<file path="config.mk">
export PLATFORM = sky130hd
export DESIGN_NAME = wts_key_event_scheduler_flat
export DESIGN_NICKNAME = d
export VERILOG_FILES = /design/src/rtl/wts_key_event_scheduler_pkg.sv /design/src/rtl/wts_key_event_scheduler_if.sv /design/src/rtl/wts_key_event_scheduler_channel.sv /design/src/rtl/wts_key_event_scheduler.sv /design/src/flat_wrapper.sv
export SDC_FILE = /design/constraint.sdc
export NUM_CORES = 1
export LEC_CHECK = 0
export CORE_ASPECT_RATIO = 1.75
export CORE_MARGIN = 4
export CORE_UTILIZATION = 54
export CTS_CLUSTER_SIZE = 16
export DETAILED_ROUTE_END_ITERATION = 8
export PLACE_DENSITY = 0.8
export SLEW_MARGIN = 20
export SYNTH_ARGS = -nofsm -noshare
export SYNTH_HDL_FRONTEND = slang
export SYNTH_HIERARCHICAL = 1
export SYNTH_SLANG_ARGS = --single-unit
</file>
<file path="constraint.sdc">
create_clock -name clk -period 1.8 [get_ports clk]
set_input_delay 0.54 -clock clk [delete_from_list [all_inputs] [get_ports clk]]
set_output_delay 0.54 -clock clk [all_outputs]
set_load 0.05 [all_outputs]
</file>
<file path="src/rtl/wts_key_event_scheduler_pkg.sv">
// -----------------------------------------------------------------------------
// wts_key_sched_pkg
// Shared types for the key event scheduler: command codes written by the CPU,
// per-channel note states, the three-bit key pulse bundle and a small decode
// helper used by the top level.
// Configuration macro: WTS_HARD_RESTART_EN (consumed in wts_key_sched_channel).
// -----------------------------------------------------------------------------
package wts_key_sched_pkg;

  localparam int CH_NUM_MAX = 8;

  typedef enum logic [1:0] {
    CMD_NONE    = 2'd0,
    CMD_KEY_ON  = 2'd1,
    CMD_RELEASE = 2'd2,
    CMD_OFF     = 2'd3
  } key_cmd_t;

  typedef enum logic [1:0] {
    ST_IDLE    = 2'd0,
    ST_SOUND   = 2'd1,
    ST_RELEASE = 2'd2,
    ST_RESTART = 2'd3
  } ch_state_t;

  typedef struct packed {
    logic key_on;
    logic key_release;
    logic key_off;
  } key_pulse_t;

  localparam key_pulse_t PULSE_NONE = 3'b000;

  // True when a bus write carries a real command aimed at channel idx.
  // Channels at or above CH_NUM never match because no channel with that
  // index is instantiated.
  function automatic logic cmd_write_hit(input logic       wr,
                                         input logic [2:0] ch,
                                         input logic [1:0] cmd,
                                         input logic [2:0] idx);
    return wr && (cmd != 2'(CMD_NONE)) && (ch == idx);
  endfunction

endpackage

</file>
<file path="src/rtl/wts_key_event_scheduler_if.sv">
// -----------------------------------------------------------------------------
// wts_key_event_scheduler_if
// CPU-side command bus of the key event scheduler.
//   bus_wr  : one-clock write strobe
//   bus_ch  : target channel number
//   bus_cmd : command code (00 none, 01 KEY_ON, 10 RELEASE, 11 OFF)
// Modports: master = register bus driver, slave = scheduler.
// -----------------------------------------------------------------------------
interface wts_key_event_scheduler_if;

  logic       bus_wr;
  logic [2:0] bus_ch;
  logic [1:0] bus_cmd;

  modport master (
    output bus_wr,
    output bus_ch,
    output bus_cmd
  );

  modport slave (
    input bus_wr,
    input bus_ch,
    input bus_cmd
  );

endinterface

</file>
<file path="src/rtl/wts_key_event_scheduler_channel.sv">
// -----------------------------------------------------------------------------
// wts_key_sched_channel
// One scheduler channel: pending command slot, note-state FSM and the three
// registered key pulse outputs feeding one envelope generator.
// Ports:
//   clk, reset   : clock, asynchronous active-high reset
//   active       : decision strobe (one clock in six)
//   wr_en        : a valid command is written to this channel this clock
//   wr_cmd       : the command being written
//   env_zero     : generator envelope has reached zero
//   key_on / key_release / key_off : pulses, held for one whole period
//   ch_state     : current note state
// Configuration: WTS_HARD_RESTART_EN makes a re-trigger from SOUND/RELEASE
// go through key_off + RESTART before the new key_on.
// -----------------------------------------------------------------------------
module wts_key_sched_channel
  import wts_key_sched_pkg::*;
(
  input  logic       clk,
  input  logic       reset,
  input  logic       active,
  input  logic       wr_en,
  input  logic [1:0] wr_cmd,
  input  logic       env_zero,
  output logic       key_on,
  output logic       key_release,
  output logic       key_off,
  output logic [1:0] ch_state
);

  ch_state_t  state_r;
  ch_state_t  state_nxt_s;
  key_cmd_t   slot_r;
  key_cmd_t   slot_nxt_s;
  key_pulse_t pulse_r;
  key_pulse_t pulse_nxt_s;
  logic       consume_s;

  // Decision logic: what this channel would do if the current edge is a
  // decision edge. Only applied to state/outputs when active is high.
  always_comb begin
    state_nxt_s = state_r;
    pulse_nxt_s = PULSE_NONE;
    consume_s   = 1'b0;
    if (state_r == ST_RESTART) begin
      // The second half of a hard restart ignores the slot, except that a
      // pending OFF cancels the pending key_on outright.
      if (slot_r == CMD_OFF) begin
        state_nxt_s = ST_IDLE;
        consume_s   = 1'b1;
      end else begin
        pulse_nxt_s.key_on = 1'b1;
        state_nxt_s        = ST_SOUND;
      end
    end else begin
      case (slot_r)
        CMD_KEY_ON: begin
          consume_s = 1'b1;
          if (state_r == ST_IDLE) begin
            pulse_nxt_s.key_on = 1'b1;
            state_nxt_s        = ST_SOUND;
          end else begin
`ifdef WTS_HARD_RESTART_EN
            pulse_nxt_s.key_off = 1'b1;
            state_nxt_s         = ST_RESTART;
`else
            pulse_nxt_s.key_on = 1'b1;
            state_nxt_s        = ST_SOUND;
`endif
          end
        end
        CMD_RELEASE: begin
          consume_s = 1'b1;
          if (state_r == ST_SOUND) begin
            pulse_nxt_s.key_release = 1'b1;
            state_nxt_s             = ST_RELEASE;
          end else begin
            state_nxt_s = state_r;
          end
        end
        CMD_OFF: begin
          consume_s = 1'b1;
          if ((state_r == ST_SOUND) || (state_r == ST_RELEASE)) begin
            pulse_nxt_s.key_off = 1'b1;
            state_nxt_s         = ST_IDLE;
          end else begin
            state_nxt_s = state_r;
          end
        end
        CMD_NONE: begin
          // Auto-off once a released note has decayed to silence.
          if ((state_r == ST_RELEASE) && env_zero) begin
            pulse_nxt_s.key_off = 1'b1;
            state_nxt_s         = ST_IDLE;
          end else begin
            state_nxt_s = state_r;
          end
        end
        default: begin
          state_nxt_s = state_r;
        end
      endcase
    end
  end

  // Slot next value: a write in the same clock beats consumption, so a
  // command landing on a decision edge survives for the next period.
  always_comb begin
    slot_nxt_s = slot_r;
    if (wr_en) begin
      slot_nxt_s = key_cmd_t'(wr_cmd);
    end else if (active && consume_s) begin
      slot_nxt_s = CMD_NONE;
    end else begin
      slot_nxt_s = slot_r;
    end
  end

  // Pending command slot register.
  always_ff @(posedge clk or posedge reset) begin
    if (reset) begin
      slot_r <= CMD_NONE;
    end else begin
      slot_r <= slot_nxt_s;
    end
  end

  // Note-state register, advanced only at decision edges.
  always_ff @(posedge clk or posedge reset) begin
    if (reset) begin
      state_r <= ST_IDLE;
    end else if (active) begin
      state_r <= state_nxt_s;
    end else begin
      state_r <= state_r;
    end
  end

  // Pulse registers: reloaded at every decision edge so a pulse lasts
  // exactly one period and the generator sees it on one active clock.
  always_ff @(posedge clk or posedge reset) begin
    if (reset) begin
      pulse_r <= PULSE_NONE;
    end else if (active) begin
      pulse_r <= pulse_nxt_s;
    end else begin
      pulse_r <= pulse_r;
    end
  end

  assign key_on      = pulse_r.key_on;
  assign key_release = pulse_r.key_release;
  assign key_off     = pulse_r.key_off;
  assign ch_state    = state_r;

endmodule

</file>
<file path="src/rtl/wts_key_event_scheduler.sv">
// -----------------------------------------------------------------------------
// wts_key_event_scheduler
// Per-channel key event scheduler between the CPU register bus and the bank
// of envelope generators. Decodes the target channel of each bus write and
// packs the per-channel outputs; all behaviour lives in wts_key_sched_channel.
// Parameters:
//   CH_NUM      : number of channels, 1..8
// Ports:
//   clk, reset  : 21.477 MHz clock, asynchronous active-high reset
//   active      : decision strobe, one clock in six
//   bus         : command bus (bus_wr, bus_ch, bus_cmd), slave side
//   env_zero    : per-channel envelope-is-zero flags
//   key_on, key_release, key_off : per-channel pulses to the generators
//   ch_state    : per-channel note state, channel n at [2n+1:2n]
// Configuration macro: WTS_HARD_RESTART_EN (hard restart on re-trigger).
// -----------------------------------------------------------------------------
module wts_key_event_scheduler
  import wts_key_sched_pkg::*;
#(
  parameter int CH_NUM = 5
) (
  input  logic                    clk,
  input  logic                    reset,
  input  logic                    active,
  wts_key_event_scheduler_if.slave bus,
  input  logic [CH_NUM-1:0]       env_zero,
  output logic [CH_NUM-1:0]       key_on,
  output logic [CH_NUM-1:0]       key_release,
  output logic [CH_NUM-1:0]       key_off,
  output logic [2*CH_NUM-1:0]     ch_state
);

  logic [CH_NUM-1:0] wr_sel_s;

  // Channel decode: one-hot write enable per instantiated channel.
  always_comb begin
    wr_sel_s = '0;
    for (int n = 0; n < CH_NUM; n++) begin
      wr_sel_s[n] = cmd_write_hit(bus.bus_wr, bus.bus_ch, bus.bus_cmd, 3'(n));
    end
  end

  for (genvar n = 0; n < CH_NUM; n++) begin : g_ch
    wts_key_sched_channel u_ch (
      .clk         (clk),
      .reset       (reset),
      .active      (active),
      .wr_en       (wr_sel_s[n]),
      .wr_cmd      (bus.bus_cmd),
      .env_zero    (env_zero[n]),
      .key_on      (key_on[n]),
      .key_release (key_release[n]),
      .key_off     (key_off[n]),
      .ch_state    (ch_state[2*n+1:2*n])
    );
  end

endmodule

</file>
<file path="src/flat_wrapper.sv">
// flat-port wrapper written by rule: the top's interface ports become plain ports
module wts_key_event_scheduler_flat import wts_key_sched_pkg::*;
#(
  parameter int CH_NUM = 5
)
  (clk, reset, active, env_zero, key_on, key_release, key_off, ch_state, bus_bus_wr, bus_bus_ch, bus_bus_cmd);
  wts_key_event_scheduler_if bus_i ();
  input  logic clk;
  input  logic reset;
  input  logic active;
  input  logic [CH_NUM-1:0] env_zero;
  output logic [CH_NUM-1:0] key_on;
  output logic [CH_NUM-1:0] key_release;
  output logic [CH_NUM-1:0] key_off;
  output logic [2*CH_NUM-1:0] ch_state;
  input wire logic [$bits(bus_i.bus_wr)-1:0] bus_bus_wr;
  input wire logic [$bits(bus_i.bus_ch)-1:0] bus_bus_ch;
  input wire logic [$bits(bus_i.bus_cmd)-1:0] bus_bus_cmd;
  assign bus_i.bus_wr = bus_bus_wr;
  assign bus_i.bus_ch = bus_bus_ch;
  assign bus_i.bus_cmd = bus_bus_cmd;
  wts_key_event_scheduler #(.CH_NUM(CH_NUM)) u_core (.clk(clk), .reset(reset), .active(active), .bus(bus_i), .env_zero(env_zero), .key_on(key_on), .key_release(key_release), .key_off(key_off), .ch_state(ch_state));
endmodule
</file>
==> impl_metrics.csv, run 1 <==
group,metric,value,unit
global_route,grt_pass1_vias,2009,
route,drtIter0Drc,56,
route,dr.pass1.iters,4,
die,core_area,0.00440,mm2
placement,numPortBuffers,38,
clock_network,clkTransAtPathRegs,0.07,ns
yosys,ys_warn_count,6,
yosys,synthMuxAreaShare,10.0,%
pwr,swShare,42.8,%
worst_setup_path,startpoint_type,"primary input",
global_route,grt_pass1_wl,8860,um
worst_setup_path,crit_slowest_cell,"clkdlybuf4s50_1",
yosys,async_flop_share,100,%
finish,area_delta_synth_final,36.4,%
sta,setup_viol,0,
route,drc,0,
pwr,power_frac_comb,54.9,%
yosys,synth-simple-area-share,9.39,%
worst_setup_path,worstSetupPathType,"in -> reg",
clock_network,insertion_delay,0.29,ns
yosys,synth_ff_type,"dfrtp_1",
clock_network,cts_htree_levels,2,
worst_setup_path,crit_path_max_fanout,5,
sta,rsz0062_at_grt,"true",
sta,period_minus_slack,1.70,ns
finish,stdcell_count,330,
yosys,synth.most_common_cell,"ha_1",
sta,timing.fmax,0.588,GHz
route,wl_per_cell,15.8,um
yosys,synth_cells,214,
die,die_height,96.9,um
clock_network,cts_tree,"yes",
finish,antennaDiodeCount,0,
pwr,leakage,1.58,nW
route,drtAntennaViolNets,0,
yosys,synth_top_family_by_area,"adder cells",
min_path,hold_class,"reg -> reg",
global_route,groute.usage.overall,19.8,%
worst_setup_path,r2r-end,"u_core/g_ch[4].u_ch/ch_state[0]$_DFFE_PP0P_",
clock_network,cts-root-buf,"clkbuf_8",
worst_setup_path,cp.required,1.98,ns
yosys,yosys.area.top_type,"dfrtp_1",
worst_setup_path,ff2ff_path_depth,4,
yosys,synth.yosys.seq_area_share,35.9,%
die,rows,32,
yosys,synth.area.top_cells,"dfrtp_1 36%, ha_1 21%, mux2_2 6.9%",
yosys,yosysUniqueCellTypes,21,
clock_network,cts_inserted_buffers,5,
worst_setup_path,worstSetupEndpointType,"register",
yosys,synth-compound-area-share,19.5,%
sta,finalClockSkew,0.00491,ns
finish,final_nets,332,
finish,drive_gt1_share,31.5,%
yosys,synth-xor-area-share,0,%
worst_setup_path,crit_start,"bus_bus_cmd[1]",
sta,drv_slew,0,
run,maxCapViolCount,0,
pwr,p_switching,1.83,mW
placement,place.gp.congestion,0.840,
clock_network,postCtsSetupRepairBufs,0,
yosys,synth_edf_count,0,
sta,final-hold-violation-count,0,
placement,dp_cells,322,
worst_setup_path,r2r_slack,0.15,ns
yosys,synth-adder-area-share,20.5,%
sta,finalCritPeriodShare,94.4,%
global_route,grt-ovfl-total,0,
pwr,peakVddDrop,893,uV
worst_setup_path,timing.rr.start,"u_core/g_ch[4].u_ch/ch_state[1]$_DFFE_PP0P_",
yosys,syn_nets,268,
yosys,netlist_area,0.00244,mm2
pwr,p_total,4.28,mW
worst_setup_path,cp_top_family,"buffers and inverters",
worst_setup_path,crit_end,"u_core/g_ch[0].u_ch/slot_r[1]$_DFFE_PP0P_",
pwr,powerDensity,1290,mW/mm2
pwr,power_frac_seq,30.4,%
pwr,p_clk_share,14.7,%
clock_network,clockBufferDepth,2,
worst_setup_path,path_buf_inv,2,
finish,final_core_util,75.5,%
yosys,syn_avg_cell_area,11.4,um2
route,vias,1871,
die,floorplan.initialDensity,55.3,%
clock_network,cts_sinks,35,
global_route,grt_antenna_before_repair,0,
sta,slew_headroom,70.3,%
worst_setup_path,crit_arrival,1.88,ns
worst_setup_path,path_cells,"clkdlybuf4s50_1 > nor2_1 > nor4_1 > buf_4 > a31oi_1 > a22o_1",
sta,fin_setup_tns,0,ns
route,wirelength,5200,um
worst_setup_path,worst_path_largest_cell_delay,0.47,ns
outcome,outcome,"completed",
die,die_area,0.00569,mm2
die,die_w,58.8,um
pwr,p_int,2.45,mW
yosys,ys_ff_latch,35,
sta,worst_slew_pin_slew,0.443,ns
placement,dpl.hpwl,4150,um
yosys,synth_top_area_share,35.9,%
route,viasPerCell,5.67,
die,num_io_pins,39,
worst_setup_path,crit_cells,6,
yosys,synth_common_cells,"40 x ha_1, 35 x dfrtp_1, 30 x inv_1",
global_route,grt_max_degree,13,
sequential cells by signal, indices dropped and copies added (netlist names):
name,cells
u_core/g_ch.u_ch/ch_state,10
u_core/g_ch.u_ch/key_release,5
u_core/g_ch.u_ch/key_off,5
u_core/g_ch.u_ch/key_on,5
u_core/g_ch.u_ch/slot_r,10
worst min-delay path by stage:
| stage | startpoint | end | slack (ns) | cells past startpoint |
|---|---|---|---|---|
| floorplan | reset | u_core/g_ch[0].u_ch/ch_state[1]$_DFFE_PP0P_ | 0.34 | 1 |
| global placement | u_core/g_ch[1].u_ch/key_on$_DFFE_PP0P_ | u_core/g_ch[1].u_ch/key_on$_DFFE_PP0P_ | 0.50 | 1 |
| detailed placement | u_core/g_ch[2].u_ch/key_on$_DFFE_PP0P_ | u_core/g_ch[2].u_ch/key_on$_DFFE_PP0P_ | 0.50 | 1 |
| CTS | u_core/g_ch[2].u_ch/key_on$_DFFE_PP0P_ | u_core/g_ch[2].u_ch/key_on$_DFFE_PP0P_ | 0.52 | 1 |
| global route | u_core/g_ch[1].u_ch/key_on$_DFFE_PP0P_ | u_core/g_ch[1].u_ch/key_on$_DFFE_PP0P_ | 0.54 | 1 |
| finish | u_core/g_ch[2].u_ch/key_on$_DFFE_PP0P_ | u_core/g_ch[2].u_ch/key_on$_DFFE_PP0P_ | 0.51 | 1 |
power groups by stage:
stage          clock network (mW)  registers (mW)  logic [mW]
6_report                    0.629            1.30        2.35
5_1_grt                     0.664            1.34        2.52
4_1_cts                     0.647            1.31        2.36
3_5_place_dp                    0            1.32        2.36
3_3_place_gp                    0            1.31        2.30
2_1_floorplan                   0            1.71       0.960
timing repair:
item,CTS,global route
hold buffers,0,0
gates resized for setup,0,1
endpoints found under the setup margin,0,2
layout make-up:
cell class	count	area (um2)
Multi-Input combinational cell	149	1460
Inverter	30	113
Clock buffer	8	100
Fill cell	302	1080
Sequential cell	35	882
Timing Repair Buffer	57	711
Tap cell	51	63.8
layout by cell type (no fill, tap or decap), drive strengths merged, types with 6 or more instances in the layout:
master / instances
clkdlybuf4s50: 13
a22o: 10
ha: 40
o211ai: 10
nand2b: 16
buf: 44
clkbuf: 8
nor3: 6
a21boi: 10
mux2: 20
dfrtp: 35
nand2: 7
inv: 30
stage by stage:
step | cell area (um2) | hold slack [ns] | setup WS (ns)
global route | 3320 | 0.541 | -0.00808
CTS | 3320 | 0.520 | 0.144
finish | 3320 | 0.515 | 0.100
detailed placement | 3220 | 0.501 | -0.150
global placement | 3220 | 0.495 | -0.150
floorplan | 2440 | 0.343 | 0.100
worst reg2reg max path, delay by kind of cell, from the launching register on:
kind / cells / cell delay [ns]
simple gates: 1 / 0.25
fa+ha+maj: 1 / 0.28
flops: 1 / 0.48
mux: 1 / 0.31
compound gates: 1 / 0.22
metal layers:
metal	vias to the layer above	share of wire (%)	GRT usage, %
li1	894	-	-
met1	922	38	22.0
met2	41	57	34.8
met3	14	3.3	3.74
met4	0	2.6	8.90
met5	-	0	0
logic make-up after synthesis:
group           Yosys count
mux                      20
flops                    35
simple gates             39
fa+ha+maj                40
buf+inv                  30
compound gates           50
Power figures use the tool's default switching activity.
==> inputs of run 2 (changes only) <==
--- a/config.mk
+++ b/config.mk
@@ -10,6 +10,7 @@
 export CORE_UTILIZATION = 54
 export CTS_CLUSTER_SIZE = 16
 export DETAILED_ROUTE_END_ITERATION = 8
+export HOLD_SLACK_MARGIN = 0.02
 export PLACE_DENSITY = 0.8
 export SLEW_MARGIN = 20
 export SYNTH_ARGS = -nofsm -noshare
==> results of run 2 <==
No change in the layout: final DEF, timing and power equal those of run 1.
